==> config.mk <==
export PLATFORM = sky130hd
export DESIGN_NAME = fetch_buffer
export DESIGN_NICKNAME = d
export VERILOG_FILES = /design/src/rtl/cpu_pkg.sv /design/src/rtl/sync_fifo.sv /design/src/rtl/fetch_buffer.sv
export SDC_FILE = /design/constraint.sdc
export NUM_CORES = 1
export LEC_CHECK = 0
export CAP_MARGIN = 20
export CORE_ASPECT_RATIO = 1.1
export CORE_MARGIN = 1.5
export CORE_UTILIZATION = 54
export CTS_BUF_LIST = sky130_fd_sc_hd__clkbuf_16
export DETAILED_ROUTE_END_ITERATION = 6
export GPL_TIMING_DRIVEN = 1
export HOLD_SLACK_MARGIN = 0.08
export PLACE_DENSITY = 0.83
export SYNTH_ARGS = -nofsm -noshare
export SYNTH_HDL_FRONTEND = slang
export SYNTH_SLANG_ARGS = --single-unit
export TNS_END_PERCENT = 1
==> constraint.sdc <==
create_clock -name clk -period 6.5 [get_ports clk]
set_input_delay 1.3 -clock clk [delete_from_list [all_inputs] [get_ports clk]]
set_output_delay 1.3 -clock clk [all_outputs]
set_load 0.05 [all_outputs]
==> src/rtl/cpu_pkg.sv <==
// cpu_pkg: shared fetch widths, PC step and the {pc, inst} queue entry type
package cpu_pkg;
  localparam int ADDR_WIDTH = 12;
  localparam int INST_WIDTH = 32;
  localparam int PC_STEP = 4;
  typedef struct packed {
    logic [ADDR_WIDTH-1:0] pc;
    logic [INST_WIDTH-1:0] inst;
  } fetch_entry_t;
endpackage

==> src/rtl/sync_fifo.sv <==
// sync_fifo: circular buffer of fetch entries with push, pop and flush
module sync_fifo
  import cpu_pkg::*;
#(
  parameter int DEPTH = 4
) (
  input  logic         clk,
  input  logic         rst_n,
  input  logic         push,
  input  logic         pop,
  input  logic         flush,
  input  fetch_entry_t din,
  output fetch_entry_t dout,
  output logic         full,
  output logic         empty
);
  localparam int PW = $clog2(DEPTH);
  localparam int CW = $clog2(DEPTH + 1);
  fetch_entry_t mem_q [DEPTH];
  fetch_entry_t mem_d [DEPTH];
  logic [PW-1:0] rd_q, rd_d, wr_q, wr_d;
  logic [CW-1:0] cnt_q, cnt_d;
  assign full = cnt_q == CW'(DEPTH);
  assign empty = cnt_q == '0;
  assign dout = mem_q[rd_q];
  always_comb begin
    mem_d = mem_q;
    if (push) mem_d[wr_q] = din;
    rd_d = flush ? '0 : rd_q + PW'(pop);
    wr_d = flush ? '0 : wr_q + PW'(push);
    cnt_d = flush ? '0 : (push && !pop) ? cnt_q + CW'(1) : (pop && !push) ? cnt_q - CW'(1) : cnt_q;
  end
  always_ff @(posedge clk) begin
    if (!rst_n) begin
      rd_q <= '0;
      wr_q <= '0;
      cnt_q <= '0;
    end else begin
      rd_q <= rd_d;
      wr_q <= wr_d;
      cnt_q <= cnt_d;
    end
  end
  always_ff @(posedge clk) mem_q <= mem_d;
endmodule

==> src/rtl/fetch_buffer.sv <==
// fetch_buffer: PC-driven ROM fetch into a redirectable decode queue; FETCH_HALT_EN adds halt on zero word
module fetch_buffer #(
  parameter int                    ADDR_WIDTH = cpu_pkg::ADDR_WIDTH,
  parameter int                    INST_WIDTH = cpu_pkg::INST_WIDTH,
  parameter int                    DEPTH      = 4,
  parameter logic [ADDR_WIDTH-1:0] RESET_PC   = '0
) (
  input  logic                  clk,
  input  logic                  rst_n,
  output logic [ADDR_WIDTH-1:0] imem_addr,
  input  logic [INST_WIDTH-1:0] imem_data,
  input  logic                  redirect_valid,
  input  logic [ADDR_WIDTH-1:0] redirect_pc,
  output logic                  out_valid,
  input  logic                  out_ready,
  output logic [INST_WIDTH-1:0] out_inst,
  output logic [ADDR_WIDTH-1:0] out_pc
`ifdef FETCH_HALT_EN
  ,
  output logic                  halted
`endif
);
  logic [ADDR_WIDTH-1:0] pc_q, pc_d;
  logic push, pop, full, empty;
  cpu_pkg::fetch_entry_t head, din;
  assign imem_addr = pc_q;
  assign out_valid = !empty;
  assign pop = out_valid & out_ready;
  assign out_inst = empty ? '0 : head.inst;
  assign out_pc = empty ? '0 : head.pc;
  assign din = '{pc: imem_addr, inst: imem_data};
`ifdef FETCH_HALT_EN
  logic halted_q, halted_d, slot;
  assign slot = !redirect_valid & (!full | pop) & !halted_q;
  assign push = slot & (imem_data != '0);
  assign halted = halted_q;
  always_comb halted_d = redirect_valid ? 1'b0 : (halted_q | (slot & (imem_data == '0)));
  always_ff @(posedge clk) halted_q <= !rst_n ? 1'b0 : halted_d;
`else
  assign push = !redirect_valid & (!full | pop);
`endif
  always_comb pc_d = redirect_valid ? {redirect_pc[ADDR_WIDTH-1:2], 2'b00}
                   : push ? pc_q + ADDR_WIDTH'(cpu_pkg::PC_STEP) : pc_q;
  always_ff @(posedge clk) pc_q <= !rst_n ? RESET_PC : pc_d;
  sync_fifo #(.DEPTH(DEPTH)) u_fifo (
    .clk(clk),
    .rst_n(rst_n),
    .push(push),
    .pop(pop),
    .flush(redirect_valid),
    .din(din),
    .dout(head),
    .full(full),
    .empty(empty)
  );
endmodule

==> run metrics, run 1 <==
CP delay by family, top buffers and inverters; critical path capture point type output port; min Tclk post-route 4.18 ns; H-tree Lvls 4; dominant cell type by area after synthesis edfxtp_1; ANT nets after route 0; total die area 0.0141 mm²; LEAKAGE 2.93 nW; worst hold margin 0.521 ns; GRT Resource Usage Total 0.201; core area 0.0132 mm²; post-route setup slack 2.32 ns; CTS max path bufs 2; Die Y 124 µm; cells along the critical path or3_1 -> buf_4 -> and2_1 -> clkdlybuf4s50_1; Worst-Skew Late Latency 0.41 ns; Clk pin slew, worst setup/hold paths 0.06 ns; number of synthesized flops with an enable pin 168; Die W 113 µm; worst-margin pin slew 0.884 ns; CP max-delay cell clkdlybuf4s50_1; largest net degree at the start of global routing 44; RePlAce Congestion 0.730; post-CTS sizing 0; detailed-route wire length 13300 µm; setup violators final 0; Crit path buffers/inverters 2; Root Driver clkbuf_16; first-pass GRT wire length 21000 µm; ANT cells 0; Worst EP required 5.20 ns; vias in the first global route 3852; Synth Instances 373; nets 530; Reg area 0.00539 mm²; uppermost routed layer met4; max_cap viols 0; synthesis warning total 0; most frequent cell after synthesis edfxtp_1; count of input and output buffers 98; total iterations of the first detailed-routing run 5; Iter 0 DRT Violations 262; area grow syn2layout 23.9%; Max Clock Freq 0.239 GHz; Mean Syn Cell Area 19.4 µm²; CP Class flip-flop to output port; Yosys reg bits 185; DR vias 3665; top cell type's share of synthesized area 0.697; ys flop type edfxtp_1; largest cells by area after synthesis edfxtp_1 70%, mux4_2 13%, dfxtp_1 4.7%; Slew Limit Fails 0; Fill cells 863; final critical-path share of the clock period 0.643; WL/cell 20.4 µm; met2 WL 6900 µm; IO Pins 105; min-delay worst type flip-flop to flip-flop; top post-synthesis cells by count 168 x edfxtp_1, 43 x and2_1, 42 x mux4_2; share of cells above drive strength 1 0.171; post-CTS setup buffer count 0; async set-reset flop share out of synthesis 0; max incr delay on CP 0.81 ns; Setup Skew 0.00687 ns; FP Rows 44; DR WL met3 679 µm; post-synthesis cell area 0.00723 mm²; area occupied by multi-input gates 0.00175 mm²; crit path DAT 2.88 ns; library cells used by synthesis 33; Initial Utilization 0.550; Fin. Hold Viols 0; # hold bufs at CTS 0; Peak VDD IR 0.000171 V; TritonCTS clock tree built; Num CTS Buffers 17; DPL Wire Length 7860 µm; status finished, final reports clean; Seq/Total Area, Yosys 0.745; Relative slew margins 0.411; DR vias/cell 5.63; antenna violations before repair 0; TNS Setup 0 ns; TritonCTS Sinks 185; maximum fanout along the worst path 27; pre-CTS setup slack 2.71 ns; startpoint types flip-flop; cell area power density 303 mW/mm²; grt ovf 0; wl on met1 5630 µm; Remaining DRCs 0; RSZ-0062 raised after global routing no
-- per-layer routing --
metal	up-vias	global-route usage
li1	1680	-
met5	-	0
met2	110	0.331
met1	1873	0.269
met4	0	0.0706
met3	2	0.0443
-- sequential cells by signal, summed over array words and instances (netlist names) --
| name | cells |
|---|---|
| imem_addr | 10 |
| u_fifo.cnt_q | 3 |
| u_fifo.mem_q | 168 |
| u_fifo.rd_q | 2 |
| u_fifo.wr_q | 2 |
-- through the flow --
stage               instances   util  cell area, µm²  total power [mW]
floorplan                 376      -            7240              1.66
global placement          617  0.637            8380              1.80
detailed placement        619  0.640            8420              1.81
CTS                       651  0.681            8960              2.74
global route              651  0.681            8960              2.81
finish                    651  0.681            8960              2.72
-- power breakdown --
part | switching [mW] | internal, mW
registers | 0.0307 | 1.34
logic | 0.252 | 0.159
clock network | 0.404 | 0.529
-- worst paths after layout --
kind	startpoint	end	slack, ns	cells after the start
setup / recovery	u_fifo.cnt_q[0]	out_inst[0]	2.32	4
hold / removal	u_fifo.cnt_q[2]	u_fifo.cnt_q[2]	0.52	2
setup reg to reg	u_fifo.cnt_q[0]	u_fifo.cnt_q[2]	3.95	8
hold reg to reg	u_fifo.cnt_q[2]	u_fifo.cnt_q[2]	0.52	2
-- placed cells by master, fill, tap and decap left out, types with 3 or more instances in the layout --
cell type and instances:
nand3_1 5, a21oi_1 8, o21ai_0 9, inv_1 6, buf_4 5, xnor2_1 7, mux4_2 42, dfxtp_1 15
clkdlybuf4s50_1 98, inv_4 4, or3_1 3, xor2_1 5, nor2_1 5, clkbuf_16 19, edfxtp_1 168, nand2_1 8
ha_1 4, conb_1 4, and2_1 43
-- logic make-up (layout without fill, tap and decap cells) --
kind of cell,count (synthesis),in the layout,synth area share
AO/OA/AOI/OAI,21,21,0.0154
XOR/XNOR,12,12,0.0145
adder cells (fa/ha/maj),5,5,0.00969
buffers and inverters,26,140,0.0176
flip-flops,185,185,0.745
multiplexers,43,43,0.132
other,1,4,0.000518
AND/OR/NAND/NOR,80,80,0.0656
-- area by class of cell --
type	instances	area share
flip-flops and latches	185	0.601
multi-input cells	165	0.196
repair buffers	105	0.118
clock buffers	19	0.0531
well taps	161	0.0225
clock inverters	13	0.00796
inverters	3	0.00126
-- worst register-to-register path, cell delays in order (launching register included) --
cell,delay (ns)
dfxtp_1,0.37
or3_1,0.67
nand2_1,0.21
ha_1,0.20
inv_1,0.06
fa_1,0.37
xor2_1,0.16
or3_1,0.31
a21oi_1,0.14
Note: power is estimated with default switching activity, not from simulation.
==> run 2, diff against run 1 <==
--- a/config.mk
+++ b/config.mk
@@ -8,12 +8,12 @@
 export CAP_MARGIN = 20
 export CORE_ASPECT_RATIO = 1.1
 export CORE_MARGIN = 1.5
-export CORE_UTILIZATION = 54
+export CORE_UTILIZATION = 49
 export CTS_BUF_LIST = sky130_fd_sc_hd__clkbuf_16
 export DETAILED_ROUTE_END_ITERATION = 6
 export GPL_TIMING_DRIVEN = 1
 export HOLD_SLACK_MARGIN = 0.08
-export PLACE_DENSITY = 0.83
+export PLACE_DENSITY = 0.8
 export SYNTH_ARGS = -nofsm -noshare
 export SYNTH_HDL_FRONTEND = slang
 export SYNTH_SLANG_ARGS = --single-unit
==> constraint.sdc (replaced) <==
create_clock -name clk -period 3.73 [get_ports clk]
set_input_delay 0.746 -clock clk [delete_from_list [all_inputs] [get_ports clk]]
set_output_delay 0.746 -clock clk [all_outputs]
set_load 0.05 [all_outputs]
==> run 2 against run 1 <==
  * Count of clock-buffer cells in the layout down 2
  * Sequential power is 74% higher
  * Sequential share of layout area shrank 0.43 points
  * Wire length down 0.90%
  * Hold slack better by 0.016 ns
  * First-iteration DRC count down 4.6%
  * Final area rose by 0.71%
  * Core utilization is 5.6 points lower
  * Register-to-register slack worse by 2.5 ns
  * Worst setup slack got worse by 2.0 ns
  * Clock power up 73%
  * Non-clock buffer count rose by 4
  * Critical endpoint is now out_inst[29]
==> run metrics, run 2 (synthesis gave the netlist of run 1 again) <==
post-route design area 0.00903 mm² (+0.71%); Die W 119 µm (+4.8%); post-route setup slack 0.314 ns (-2.00 ns); cell area power density 523 mW/mm² (+73%); max incr delay on CP 0.69 ns (-0.12 ns); TritonCTS clock tree built; Final Total Pwr 4.72 mW (+74%); Post-Layout Cell Count 686 (+5.4%); IO Pins 105 (unchanged); GRT Resource Usage Total 0.175 (-0.0261); maximum fanout along the worst path 14 (-48%); Initial Utilization 0.501 (-0.0490); WL/cell 19.2 µm (-6.0%); area grow syn2layout 24.8%; antenna violations before repair 0 (unchanged); Peak VDD IR 0.000265 V (+55%); Fill cells 982 (+14%); layer with the highest usage met2; Fin. Hold Viols 0 (unchanged); RSZ-0062 raised after global routing no; grt ovf 0 (unchanged); status finished, final reports clean; Worst EP required 2.98 ns (-2.22 ns); max_cap viols 0 (unchanged); FP Rows 46 (+4.5%); TritonCTS Sinks 185 (unchanged); share of cells above drive strength 1 0.188 (+0.0168); cells along the critical path buf_4 -> mux4_2 -> and2_1 -> clkdlybuf4s50_1; crit path DAT 2.67 ns (-0.21 ns); Slew Limit Fails 0 (unchanged); commonest non-fill, non-tap cell in the layout edfxtp_1; LEAKAGE 2.94 nW (+0.47%); post-CTS sizing 0 (unchanged); Reg area 0.00539 mm² (unchanged); # hold bufs at CTS 0 (unchanged); met3 Usage GRT 0.0425 (-0.00175); Iter 0 DRT Violations 250 (-4.6%); CP max-delay cell clkdlybuf4s50_1; DP Area 0.00846 mm² (+0.54%); DR vias/cell 5.37 (-4.6%); min-delay worst type flip-flop to flip-flop; pre-CTS setup slack 0.617 ns (-2.09 ns); CTS max path bufs 2 (unchanged); Die Y 130 µm (+4.9%); core area 0.0144 mm² (+9.8%); total die area 0.0155 mm² (+9.9%); most frequent cells in the layout 168 x edfxtp_1, 93 x clkdlybuf4s50_1, 43 x and2_1; Crit path buffers/inverters 2 (unchanged); first-pass GRT wire length 20100 µm (-4.3%); CP Class flip-flop to output port; nets 534 (+0.75%); Relative slew margins 0.568 (+0.157); GRT met1 Usage 0.208 (-0.0607); Clk pin slew, worst setup/hold paths 0.06 ns (about the same); DR vias 3685 (+0.55%); DP Cell Count 653 (+5.5%); detailed-route wire length 13100 µm (-0.90%); count of input and output buffers 98 (unchanged); TNS Setup 0 ns (unchanged); ANT nets after route 0 (unchanged); RePlAce Congestion 0.745 (+2.0%); vias in the first global route 3764 (-2.3%); final critical-path share of the clock period 0.916; Worst-Skew Late Latency 0.41 ns (about the same); ANT cells 0 (unchanged); Remaining DRCs 0 (unchanged); Num CTS Buffers 17 (unchanged); Max Clock Freq 0.293 GHz; CP delay by family, top buffers and inverters; setup violators final 0 (unchanged); worst hold margin 0.537 ns (+0.0158 ns); Reg with most FFs u_fifo.mem_q; M2 GR Usage 0.320 (-0.0111); startpoint types flip-flop; Root Driver clkbuf_16; DPL Wire Length 7960 µm (+1.3%); H-tree Lvls 4 (unchanged); min Tclk post-route 3.42 ns; critical path capture point type output port; total iterations of the first detailed-routing run 4 (-1); post-CTS setup buffer count 0 (unchanged); number of flip-flops in the largest register 168 (unchanged); worst-margin pin slew 0.648 ns (-0.235 ns); largest net degree at the start of global routing 44 (unchanged); Setup Skew 0.00774 ns (+0.000867 ns); share of the core filled with cells 0.625 (-0.0563); area occupied by multi-input gates 0.00176 mm² (+0.50%)
==> run 2: cell count changes in the layout (fill, tap and decap cells not counted), sizes merged <==
| cell | before | now |
|---|---|---|
| buf | 7 | 16 |
| bufinv | 0 | 1 |
| clkbuf | 19 | 17 |
| clkdlybuf4s50 | 98 | 93 |
| clkinv | 5 | 8 |
| clkinvlp | 0 | 3 |
| inv | 11 | 6 |
==> run 2: path summary, 6_finish.rpt <==
kind	start	endpoint	slack, ns	depth (start not counted)
hold reg to reg	u_fifo.cnt_q[2]	u_fifo.cnt_q[2]	0.54	2
hold / removal	u_fifo.cnt_q[2]	u_fifo.cnt_q[2]	0.54	2
setup / recovery	u_fifo.rd_q[0]	out_inst[29]	0.31	4
setup reg to reg	u_fifo.cnt_q[0]	u_fifo.mem_q[88]	1.48	5
==> run 2: area by class of cell <==
cell class                 count  share of cell area
sequential                   185               0.597
multi-input combinational    165               0.195
timing repair buffer         109               0.120
clock buffer                  17              0.0471
tap                          192              0.0266
clock inverter                15              0.0125
inverter                       3             0.00125
==> run 2: per-layer routing <==
metal | share of wire | vias up
met4 | 0.0088 | 0
met1 | 0.40 | 1897
met5 | 0 | -
li1 | - | 1675
met3 | 0.040 | 7
met2 | 0.55 | 106
==> run 2: power by group <==
| group | switching, mW | internal [mW] | leakage [nW] |
|---|---|---|---|
| sequential | 0.0444 | 2.34 | 1.69 |
| clock | 0.706 | 0.907 | 0.264 |
| combinational | 0.450 | 0.278 | 0.988 |
| total | 1.20 | 3.52 | 2.94 |
==> run 2: tightest hold or removal path, stage by stage, from the launching register on <==
cell,delay (ns)
dfxtp_1,0.34
o21ai_0,0.09
a21oi_1,0.06
